### src/rtl/exception_ctrl_if.sv
// Signal bundle between the main control FSM (master) and the exception
// sequencer (slave): requests, PC/EPC values, vector memory port, write ports.
interface exception_ctrl_if #(
    parameter int WIDTH   = 32,
    parameter int NUM_EXC = 3,
    parameter int CW      = (NUM_EXC > 1) ? $clog2(NUM_EXC) : 1
);
    logic [NUM_EXC-1:0] exc_req;
    logic               rte_req;
    logic [WIDTH-1:0]   pc;
    logic [WIDTH-1:0]   epc;
    logic [7:0]         mem_rdata;
    logic               busy;
    logic               done;
    logic [CW-1:0]      exc_code;
    logic [WIDTH-1:0]   mem_addr;
    logic               mem_rd;
    logic               epc_we;
    logic [WIDTH-1:0]   epc_wdata;
    logic               pc_we;
    logic [WIDTH-1:0]   pc_wdata;

    modport master (
        output exc_req, rte_req, pc, epc, mem_rdata,
        input  busy, done, exc_code, mem_addr, mem_rd,
               epc_we, epc_wdata, pc_we, pc_wdata
    );

    modport slave (
        input  exc_req, rte_req, pc, epc, mem_rdata,
        output busy, done, exc_code, mem_addr, mem_rd,
               epc_we, epc_wdata, pc_we, pc_wdata
    );
endinterface

### src/rtl/exception_ctrl.sv
// Exception entry / RTE sequencer: saves PC-4 into EPC, fetches the handler
// byte from the vector table after MEM_LAT cycles and loads it into PC.
module exception_ctrl #(
    parameter int WIDTH    = 32,
    parameter int NUM_EXC  = 3,
    parameter int MEM_LAT  = 3,
    parameter int VEC_BASE = 253,
    parameter int CW       = (NUM_EXC > 1) ? $clog2(NUM_EXC) : 1
) (
    input  logic              clk,
    input  logic              reset,
    exception_ctrl_if.slave   bus
);
    localparam int CNTW = $clog2(MEM_LAT + 1);
    localparam logic [CNTW-1:0] CNT_LOAD = CNTW'(MEM_LAT - 1);
    localparam logic [CNTW-1:0] CNT_ONE  = CNTW'(1);

    typedef enum logic [2:0] {IDLE, SAVE, WAIT, LOAD, RESTORE} state_t;

    state_t           state;
    logic [CNTW-1:0]  cnt;
    logic [CW-1:0]    first_idx;
    logic             busy, done, mem_rd, epc_we, pc_we;
    logic [CW-1:0]    exc_code;
    logic [WIDTH-1:0] mem_addr, epc_wdata, pc_wdata;

    always_comb begin
        first_idx = '0;
        for (int unsigned i = NUM_EXC; i > 0; i--) begin
            if (bus.exc_req[i-1]) first_idx = CW'(i - 1);
        end
    end

    // Outputs are assigned for the state being entered, so each is a pure
    // register; mem_rdata is captured on the edge that enters LOAD.
    always_ff @(posedge clk or posedge reset) begin
        if (reset) begin
            state     <= IDLE;
            cnt       <= '0;
            exc_code  <= '0;
            busy      <= 1'b0;
            done      <= 1'b0;
            mem_rd    <= 1'b0;
            mem_addr  <= '0;
            epc_we    <= 1'b0;
            epc_wdata <= '0;
            pc_we     <= 1'b0;
            pc_wdata  <= '0;
        end else begin
            epc_we <= 1'b0;
            pc_we  <= 1'b0;
            done   <= 1'b0;
            unique case (state)
                IDLE: begin
                    if (|bus.exc_req) begin
                        state     <= SAVE;
                        exc_code  <= first_idx;
                        busy      <= 1'b1;
                        epc_we    <= 1'b1;
                        epc_wdata <= bus.pc - WIDTH'(4);
                        mem_rd    <= 1'b1;
                        mem_addr  <= WIDTH'(VEC_BASE) + WIDTH'(first_idx);
                    end else if (bus.rte_req) begin
                        state    <= RESTORE;
                        busy     <= 1'b1;
                        pc_we    <= 1'b1;
                        pc_wdata <= bus.epc;
                        done     <= 1'b1;
                    end
                end
                SAVE: begin
                    cnt <= CNT_LOAD;
                    if (MEM_LAT > 1) begin
                        state <= WAIT;
                    end else begin
                        state    <= LOAD;
                        pc_we    <= 1'b1;
                        pc_wdata <= WIDTH'(bus.mem_rdata);
                        done     <= 1'b1;
                    end
                end
                WAIT: begin
                    cnt <= cnt - CNT_ONE;
                    if (cnt == CNT_ONE) begin
                        state    <= LOAD;
                        pc_we    <= 1'b1;
                        pc_wdata <= WIDTH'(bus.mem_rdata);
                        done     <= 1'b1;
                    end
                end
                LOAD, RESTORE: begin
                    state  <= IDLE;
                    busy   <= 1'b0;
                    mem_rd <= 1'b0;
                end
                default: begin
                    state  <= IDLE;
                    busy   <= 1'b0;
                    mem_rd <= 1'b0;
                end
            endcase
        end
    end

    assign bus.busy      = busy;
    assign bus.done      = done;
    assign bus.exc_code  = exc_code;
    assign bus.mem_addr  = mem_addr;
    assign bus.mem_rd    = mem_rd;
    assign bus.epc_we    = epc_we;
    assign bus.epc_wdata = epc_wdata;
    assign bus.pc_we     = pc_we;
    assign bus.pc_wdata  = pc_wdata;
endmodule

### src/flat_wrapper.sv
// flat-port wrapper written by rule: the top's interface ports become plain ports
module exception_ctrl_flat 
#(
    parameter int WIDTH    = 32,
    parameter int NUM_EXC  = 3,
    parameter int MEM_LAT  = 3,
    parameter int VEC_BASE = 253,
    parameter int CW       = (NUM_EXC > 1) ? $clog2(NUM_EXC) : 1
)
  (clk, reset, bus_exc_req, bus_rte_req, bus_pc, bus_epc, bus_mem_rdata, bus_busy, bus_done, bus_exc_code, bus_mem_addr, bus_mem_rd, bus_epc_we, bus_epc_wdata, bus_pc_we, bus_pc_wdata);
  exception_ctrl_if #(.WIDTH(WIDTH), .NUM_EXC(NUM_EXC), .CW(CW)) bus_i ();
  input  logic clk;
  input  logic reset;
  input wire logic [$bits(bus_i.exc_req)-1:0] bus_exc_req;
  input wire logic [$bits(bus_i.rte_req)-1:0] bus_rte_req;
  input wire logic [$bits(bus_i.pc)-1:0] bus_pc;
  input wire logic [$bits(bus_i.epc)-1:0] bus_epc;
  input wire logic [$bits(bus_i.mem_rdata)-1:0] bus_mem_rdata;
  output wire logic [$bits(bus_i.busy)-1:0] bus_busy;
  output wire logic [$bits(bus_i.done)-1:0] bus_done;
  output wire logic [$bits(bus_i.exc_code)-1:0] bus_exc_code;
  output wire logic [$bits(bus_i.mem_addr)-1:0] bus_mem_addr;
  output wire logic [$bits(bus_i.mem_rd)-1:0] bus_mem_rd;
  output wire logic [$bits(bus_i.epc_we)-1:0] bus_epc_we;
  output wire logic [$bits(bus_i.epc_wdata)-1:0] bus_epc_wdata;
  output wire logic [$bits(bus_i.pc_we)-1:0] bus_pc_we;
  output wire logic [$bits(bus_i.pc_wdata)-1:0] bus_pc_wdata;
  assign bus_i.exc_req = bus_exc_req;
  assign bus_i.rte_req = bus_rte_req;
  assign bus_i.pc = bus_pc;
  assign bus_i.epc = bus_epc;
  assign bus_i.mem_rdata = bus_mem_rdata;
  assign bus_busy = bus_i.busy;
  assign bus_done = bus_i.done;
  assign bus_exc_code = bus_i.exc_code;
  assign bus_mem_addr = bus_i.mem_addr;
  assign bus_mem_rd = bus_i.mem_rd;
  assign bus_epc_we = bus_i.epc_we;
  assign bus_epc_wdata = bus_i.epc_wdata;
  assign bus_pc_we = bus_i.pc_we;
  assign bus_pc_wdata = bus_i.pc_wdata;
  exception_ctrl #(.WIDTH(WIDTH), .NUM_EXC(NUM_EXC), .MEM_LAT(MEM_LAT), .VEC_BASE(VEC_BASE), .CW(CW)) u_core (.clk(clk), .reset(reset), .bus(bus_i));
endmodule
### config.mk
export PLATFORM = sky130hd
export DESIGN_NAME = exception_ctrl_flat
export DESIGN_NICKNAME = d
export VERILOG_FILES = /design/src/rtl/exception_ctrl_if.sv /design/src/rtl/exception_ctrl.sv /design/src/flat_wrapper.sv
export SDC_FILE = /design/constraint.sdc
export NUM_CORES = 1
export LEC_CHECK = 0
export CORE_ASPECT_RATIO = 0.9
export CORE_MARGIN = 4
export CORE_UTILIZATION = 40
export CTS_CLUSTER_SIZE = 14
export DETAILED_ROUTE_END_ITERATION = 10
export MAX_ROUTING_LAYER = met4
export PLACE_DENSITY = 0.78
export SLEW_MARGIN = 20
export SYNTH_ARGS = -nofsm -noshare
export SYNTH_HDL_FRONTEND = slang
export SYNTH_SLANG_ARGS = --single-unit
### constraint.sdc
create_clock -name clk -period 3.4 [get_ports clk]
set_input_delay 0.68 -clock clk [delete_from_list [all_inputs] [get_ports clk]]
set_output_delay 0.68 -clock clk [all_outputs]
set_load 0.02 [all_outputs]
======== After elaboration in Yosys (flattened, before gate mapping) ========
Cells that the tools add are included.
word-level totals
  input port bits ......................... 78
  output and inout port bits .............. 103
  register bits ........................... 107
operators by class
  bitwise operators ....................... 1
  reduce and logical (&&, ||, !) cells .... 10
  $add $sub $neg .......................... 3
  equality and inequality tests ........... 8
  muxes and demuxes ....................... 23
operators with widths
  kind                                                                     count
  32-bit two-way mux                                                       3
  32-bit case mux with 2 select lines                                      1
  32-bit by 3-bit subtractor with 32-bit output, second input constant     1
  8-bit by 2-bit adder with 9-bit output, first input constant             1
  3-bit two-way mux                                                        3
  3-bit case mux with 3 select lines                                       1
  1-bit two-way mux                                                        8
  2-bit AND reduction                                                      4
  2-bit two-way mux                                                        3
  1-bit case mux with 2 select lines                                       3
  2-bit by 1-bit inequality test with 1-bit output, second input constant  2
  2-bit inequality test, second input constant                             2
  2-bit case mux with 2 select lines                                       1
  4-bit AND reduction                                                      1
  2-bit nonzero test                                                       2
  3-bit by 1-bit equality test with 1-bit output, second input constant    1
  3-bit by 2-bit equality test with 1-bit output, second input constant    1
  3-bit logical NOT                                                        1
  3-bit by 2-bit inequality test with 1-bit output, second input constant  1
  3-bit OR reduction                                                       1
  2-bit by 1-bit equality test with 1-bit output, second input constant    1
  2-bit OR reduction                                                       1
  2-bit by 1-bit subtractor with 2-bit output, second input constant       1
  1-bit NOT                                                                1

======== Depth between registers and ports, before layout ========
Gate-level depths: netlist (run 1).
  word-level depth ........................ 4
  mapped depth ............................ 8
  gate-level depth less buffers ........... 7

======== Least setup slack after synthesis (run 1) ========
OpenSTA, ideal clock, no wires.
  path kind ............................... input to register
  from .................................... input bus_pc[2]
  to ...................................... register u_core.epc_wdata[30], in the netlist u_core.bus.epc_wdata[30]
  data arrival time ....................... 2.157 ns
  path buffers ............................ 1
  cell stages on the path ................. 8
  setup slack ............................. 1.110 ns
  path through ............................ inv_1 > ha_1 > or4b_1 > clkbuf_1 > nor3_4 > nand4b_1 > xor2_1 > o21ai_1
between the ends
  word-level cells in the longest chain between the ends .. 1
ends and longest elaborated chain
  what                                           line                  text
  start, declared                                flat_wrapper.sv:16    input wire logic [$bits(bus_i.pc)-1:0] bus_pc;
  32-bit by 3-bit subtractor with 32-bit output  exception_ctrl.sv:60  epc_wdata <= bus.pc - WIDTH'(4);
  end signal, assigned                           exception_ctrl.sv:60
  end, declared                                  exception_ctrl.sv:25  logic [WIDTH-1:0] mem_addr, epc_wdata, pc_wdata;
No other way between the ends.
A chain may end at the register's enable or synchronous reset.

======== Worst setup path in the final report (run 1) ========
  from .................................... input bus_pc[2]
  to ...................................... register u_core.epc_wdata[20], in the netlist u_core.bus.epc_wdata[20]
Same word-level chain as after synthesis.

==> summary.txt, run 1 <==
STA
  – Slew Limit Fails: 0
  – Tmin final: 2700 ps
  – Fin crit share: 79.3%
  – Worst slew pin tran: 562 ps
  – Setup violations, final: 0
  – Final setup margin: 704 ps
  – Final Hold Fails: 0
  – Skew final: 14.3 ps
  – Unrepaired setup endpoints after global routing: no
  – Setup TNS: 0 ps
  – Max-slew headroom: 62.5%
  – Highest clock rate: 371 MHz

Floorplanning
  – Starting Density: 41.8%
  – Die height: 101 µm
  – Core Region: 0.00929 mm²
  – Floorplan row count: 33
  – Die area: 0.0114 mm²
  – IO Count: 181
  – Die Width: 112 µm

Worst setup path
  – Worst setup EP type: flop
  – Crit Path Class: in -> reg
  – Reg2Reg Launch Point: u_core.state[2]
  – CP arrival: 2960 ps
  – Type of origin of the critical path: input port
  – Worst reg2reg path depth: 5
  – Worst path required time: 3660 ps
  – R2R Setup Slk: 1350 ps
  – Crit Path Max Fanout: 8
  – Worst r2r dst: u_core.bus.mem_addr[7]

Place
  – Placer Congestion: 0.826
  – # port buffers: 157
  – Placement Setup Slack: 367 ps
  – Placed wire-length estimate: 7390 µm
  – Inst Count DP: 668

CTS
  – Clock latency on the worst-skew pair: 340 ps
  – CTS clk-pin slew, worst paths: 90 ps
  – Cts hold-fix bufs: 0
  – Clk root buf: clkbuf_8
  – H-tree Lvls: 3
  – Post-CTS Resized: 0
  – Num CTS Buffers: 9
  – Setup fix buffers added after clock tree synthesis: 0
  – CTS max path bufs: 2
  – CTS tree: yes
  – Clk sink count: 79

Power and ir drop
  – Final Total Pwr: 4.79 mW
  – Power Density: 847 mW/mm²
  – Static Leak: 2.40 nW
  – Peak VDD IR: 0.453 mV

Flow run
  – Max-cap violations: 0

Min path
  – Hold EP: u_core.bus.mem_addr[1]
  – Worst hold start: u_core.bus.mem_addr[1]
  – Min-Delay Path Class: reg -> reg
  – WHS Path Cells: 2

Synth
  – Post-synthesis cell type count: 43
  – Post-synthesis register bit count: 79
  – Sequential share of the synthesized area: 50.9%
  – Post-synthesis cell count: 413
  – Post-Syn Area per Cell: 9.40 µm²
  – Mapped Area: 0.00388 mm²
  – Yosys warnings: 0

Global routing
  – Antenna violations before repair: 0
  – Gr ovfl total: 0
  – Vias in the first global route: 3,161
  – Grt met3 use: 3.82%
  – Top Usage Layer GRT: met2
  – Met1 usage: 21.6%
  – Largest net degree at the start of global routing: 66
  – Met2 Use GR: 27.5%
  – Gr usage total: 17.0%
  – First-pass GRT wire length: 15,300 µm

Routing
  – DRT iter0 DRCs: 117
  – Wire per inst: 14.0 µm
  – Routed Antenna Nets: 0
  – Drt total wl: 9590 µm
  – Routed vias: 3,238
  – TritonRoute pass-1 iters: 4
  – # DRC: 0
  – Via/cell ratio: 4.74

Outcome
  – Outcome: complete, no violations

Layout
  – Area grow syn2layout: 45.6%
  – Antenna cells: 0
  – Share of layout cells above drive strength 1: 5.88%
  – Fin cells: 683
  – Final Net Count: 638
  – Most common cell after layout, fill and taps aside: clkdlybuf4s50_1
  – Commonest cells after routing, fill and taps aside: 157 x clkdlybuf4s50_1, 79 x dfrtp_1, 52 x nand2_1
## final cells by class
type / instances / area (µm²)
multi-input cells: 276 / 1580
flip-flops and latches: 79 / 1980
clock inverters: 6 / 86.3
clock buffers: 9 / 124
repair buffers: 162 / 1620
fillers: 763 / 3630
inverters: 29 / 110
well taps: 122 / 153
## flip-flops by register name, summed over array words and instances (netlist names), 2 cells and up
register and count:
u_core.state 3, u_core.bus.pc_wdata 32, u_core.bus.mem_addr 4, u_core.cnt 2, u_core.bus.epc_wdata 32, u_core.bus.exc_code 2
## power by group
group	leakage [nW]	switching, mW	internal (mW)
clock network	0.105	0.331	0.408
logic	1.33	1.32	1.11
registers	0.959	0.245	1.38
## critical path, cell delays in order
cell             delay (ps)
clkdlybuf4s50_1         480
inv_1                    90
ha_1                    200
or4b_1                  620
nor3_4                  410
nand4b_1                180
xor2_1                  170
o21ai_1                 110
## metrics by stage
stage / hold slack (ps) / instance area, µm² / util [%]
2_1_floorplan: 461 / 3970 / -
3_3_place_gp: 464 / 5450 / 58.6
3_5_place_dp: 467 / 5450 / 58.6
4_1_cts: 487 / 5660 / 60.9
5_1_grt: 509 / 5660 / 60.9
6_report: 483 / 5660 / 60.9
## cell usage after synthesis (all sizes together)
cell type	n	area share (%)
nor4b	1	0.39
o41a	2	0.58
o21a	2	0.39
nand4	1	0.16
dfrtp	79	51
xnor2	12	2.7
nor4	3	1.2
or2	2	0.32
nand3b	2	0.39
or3	5	0.81
o21ai	55	7.1
or4b	1	0.26
clkbuf	19	1.8
a22o	1	0.23
or4	3	0.77
o22a	1	0.23
mux2i	8	2.1
nand2	53	5.1
a21oi	10	1.4
a31oi	2	0.32
conb	1	0.097
and3	1	0.16
and2	1	0.16
nand4b	4	0.90
nor2	22	2.1
ha	3	0.97
inv	29	2.8
a21boi	1	0.19
xor2	13	2.9
nor3	13	2.2
nor2b	1	0.16
nor3b	1	0.19
o31ai	1	0.19
buf	32	6.2
nand3	28	3.6
## worst max path at each step
| stage | cells after the start | to | from |
|---|---|---|---|
| 4_1_cts | 8 | u_core.bus.epc_wdata[20] | bus_pc[2] |
| 5_1_grt | 8 | u_core.bus.epc_wdata[24] | bus_pc[2] |
| 3_3_place_gp | 8 | u_core.bus.epc_wdata[30] | bus_pc[2] |
| 2_1_floorplan | 1 | u_core.bus.busy | reset |
| 3_5_place_dp | 8 | u_core.bus.epc_wdata[20] | bus_pc[2] |
| 6_report | 8 | u_core.bus.epc_wdata[20] | bus_pc[2] |
## kinds of logic (layout without fill, tap and decap cells)
| group | Yosys count | in the layout | share of synthesized area [%] |
|---|---|---|---|
| buffers and inverters | 80 | 206 | 10.8 |
| adder cells (fa/ha/maj) | 3 | 3 | 0.967 |
| multiplexers | 8 | 8 | 2.06 |
| XOR/XNOR | 25 | 25 | 5.64 |
| AO/OA/AOI/OAI | 75 | 75 | 10.6 |
| AND/OR/NAND/NOR | 142 | 142 | 18.9 |
| flip-flops | 79 | 79 | 50.9 |
| other | 1 | 23 | 0.0966 |
## routing by layer
metal / vias to the layer above / part of all wire, % / wire, µm
li1: 1614 / - / -
met4: 0 / 1.6 / 150
met5: - / 0 / 0
met3: 14 / 5.7 / 546
met1: 1497 / 44 / 4230
met2: 113 / 49 / 4660
(Power assumes the default switching activity.)
==> inputs of run 2 (changes only) <==
clock period = 2.5 ns   (was 3.4 ns; I/O delays follow)
==> run 2 against run 1 <==
Against the previous run: first-iteration DRC count rose by 36%; non-clock buffer count rose by 28; design area is 4.4% higher; core utilization is 2.7 points higher; clock skew fell by 6.4 ps; via count is 5.1% higher.
==> summary.txt, run 2 (synthesis gave the netlist of run 1 again) <==
Routing
  – # DRC: 0 (unchanged)
  – Wire per inst: 14.2 µm (+1.3%)
  – Via/cell ratio: 4.78 (+0.82%)
  – TritonRoute pass-1 iters: 5 (+1)
  – Drt total wl: 10,100 µm (+5.6%)
  – Routed vias: 3,403 (+5.1%)
  – Routed Antenna Nets: 0 (unchanged)
  – DRT iter0 DRCs: 159 (+36%)

Power and ir drop
  – Seq pwr share: 33.5% (-0.4 points)
  – Static Leak: 2.53 nW (+5.7%)
  – Peak VDD IR: 0.538 mV (+19%)
  – Combinational Power Share: 50.8% (about the same)
  – Power Density: 1120 mW/mm² (+32%)
  – Sw frac: 39.8% (+0.22 points)
  – Psw: 2.64 mW (+39%)
  – Clk pwr share: 15.7% (+0.3 points)
  – Pint: 3.98 mW (+38%)

CTS
  – Post-CTS Resized: 0 (unchanged)
  – CTS clk-pin slew, worst paths: 90 ps (about the same)
  – Clock latency on the worst-skew pair: 340 ps (about the same)
  – H-tree Lvls: 3 (unchanged)
  – Num CTS Buffers: 9 (unchanged)
  – CTS tree: yes
  – Setup fix buffers added after clock tree synthesis: 0 (unchanged)
  – Cts hold-fix bufs: 0 (unchanged)
  – Clk sink count: 79 (unchanged)
  – CTS max path bufs: 2 (unchanged)
  – Clk root buf: clkbuf_8

Global routing
  – Gr ovfl total: 0 (unchanged)
  – Antenna violations before repair: 0 (unchanged)
  – Top Usage Layer GRT: met2
  – Largest net degree at the start of global routing: 80 (+21%)
  – Gr usage total: 18.3% (+1.3 points)
  – Grt met3 use: 4.54% (+0.72 points)
  – Met1 usage: 22.6% (+0.94 points)
  – Vias in the first global route: 3,403 (+7.7%)
  – First-pass GRT wire length: 16,300 µm (+6.3%)
  – Met2 Use GR: 30.4% (+2.9 points)

STA
  – Worst slew pin tran: 577 ps (+15.1 ps)
  – Unrepaired setup endpoints after global routing: no
  – Max-slew headroom: 61.2% (-1.3 points)
  – Final setup margin: 137 ps (-567 ps)
  – Final Hold Fails: 0 (unchanged)
  – Tmin final: 2360 ps
  – Skew final: 7.95 ps (-6.39 ps)
  – Highest clock rate: 423 MHz
  – Fin crit share: 94.5%
  – Slew Limit Fails: 0 (unchanged)
  – Setup violations, final: 0 (unchanged)

Floorplanning
  – Floorplan row count: 33 (unchanged)
  – IO Count: 181 (unchanged)
  – Starting Density: 41.8% (unchanged)
  – Die area: 0.0114 mm² (unchanged)
  – Die Width: 112 µm (unchanged)
  – Die height: 101 µm (unchanged)
  – Core Region: 0.00929 mm² (unchanged)

Worst setup path
  – Type of origin of the critical path: input port
  – Crit Path Class: in -> reg
  – Slowest cell on crit path: or4b_1
  – Crit Path Max Fanout: 8 (unchanged)
  – CP max stage delay: 570 ps (-50 ps)
  – R2R Setup Slk: 700 ps (-650 ps)
  – CP cell instances: clkdlybuf4s50_1 -> inv_1 -> ha_1 -> or4b_1 -> nor3_4 -> nand4b_1 -> xor2_1 -> o21ai_1
  – Worst setup EP type: flop
  – Reg2Reg Launch Point: u_core.state[2]
  – Worst reg2reg path depth: 5 (unchanged)
  – CP arrival: 2590 ps (-370 ps)
  – Worst path required time: 2730 ps (-930 ps)
  – Worst r2r dst: u_core.bus.mem_addr[7]

Layout
  – Commonest cells after routing, fill and taps aside: 157 x clkdlybuf4s50_1, 79 x dfrtp_1, 52 x nand2_1
  – Final Net Count: 666 (+4.4%)
  – Antenna cells: 0 (unchanged)
  – Most common cell after layout, fill and taps aside: clkdlybuf4s50_1
  – Share of layout cells above drive strength 1: 10.5% (+4.6 points)
  – Design area: 0.00590 mm² (+4.4%)
  – Area grow syn2layout: 52.0%
  – Biggest regs: u_core.bus.epc_wdata (32), u_core.bus.pc_wdata (32), u_core.bus.mem_addr (4)

Place
  – Placed wire-length estimate: 7640 µm (+3.5%)
  – Placer Congestion: 0.859 (+4.0%)
  – Area after DPL: 0.00568 mm² (+4.4%)
  – Placement Setup Slack: -214 ps (-581 ps)
  – # port buffers: 157 (unchanged)

Min path
  – Hold EP: u_core.bus.mem_addr[8]
  – Worst hold start: u_core.bus.mem_addr[8]
  – WHS Path Cells: 2 (unchanged)
  – Min-Delay Path Class: reg -> reg

Outcome
  – Outcome: complete, no violations

Flow run
  – Max-cap violations: 0 (unchanged)
==> run 2: worst max path at each step <==
| stage | from | endpoint | cells past startpoint |
|---|---|---|---|
| floorplan | bus_pc[2] | u_core.bus.epc_wdata[30] | 8 |
| global placement | bus_pc[2] | u_core.bus.epc_wdata[20] | 8 |
| detailed placement | bus_pc[2] | u_core.bus.epc_wdata[20] | 8 |
| CTS | bus_pc[2] | u_core.bus.epc_wdata[20] | 8 |
| global route | bus_pc[2] | u_core.bus.epc_wdata[28] | 8 |
| finish | bus_pc[2] | u_core.bus.epc_wdata[20] | 8 |
==> run 2: power groups by stage <==
stage | Clock, mW | Combinational (mW) | Sequential [mW]
after CTS | 1.07 | 3.41 | 2.22
final | 1.04 | 3.36 | 2.22
after floorplan | 0 | 1.10 | 2.88
after global placement | 0 | 3.32 | 2.22
after detailed placement | 0 | 3.40 | 2.24
after global routing | 1.13 | 3.64 | 2.30
==> run 2: through the flow <==
step	hold slack (ps)	util (%)	power [mW]	instances	TNS (ps)
4_1_cts	484	63.6	6.70	712	0
3_5_place_dp	462	61.2	5.63	696	-1430
6_report	482	63.6	6.62	712	0
3_3_place_gp	463	61.2	5.54	696	-784
2_1_floorplan	461	-	3.98	435	0
5_1_grt	515	63.6	7.07	712	0
==> run 2: worst max-delay path, delay by kind of cell <==
family / cells / cell delay (ps)
AND/OR/NAND/NOR: 3 / 1170
buffers and inverters: 2 / 490
adder cells (fa/ha/maj): 1 / 170
XOR/XNOR: 1 / 180
AO/OA/AOI/OAI: 1 / 80
==> run 2: layout make-up <==
type / count / area [µm²]
Clock buffer: 9 / 124
Clock inverter: 7 / 97.6
Fill cell: 779 / 3390
Inverter: 29 / 113
Multi-Input combinational cell: 276 / 1580
Sequential cell: 79 / 1980
Tap cell: 122 / 153
Timing Repair Buffer: 190 / 1860
==> run 2: routing by layer <==
layer | part of all wire (%) | routed length [µm]
met1 | 42 | 4250
met2 | 51 | 5160
met3 | 6.0 | 603
met4 | 1.1 | 112
met5 | 0 | 0
==> inputs of run 3 (changes only) <==
SKIP_CTS_REPAIR_TIMING = 1   (was default)
==> results of run 3 <==
Final layout, timing and power as in run 2 (identical DEF).
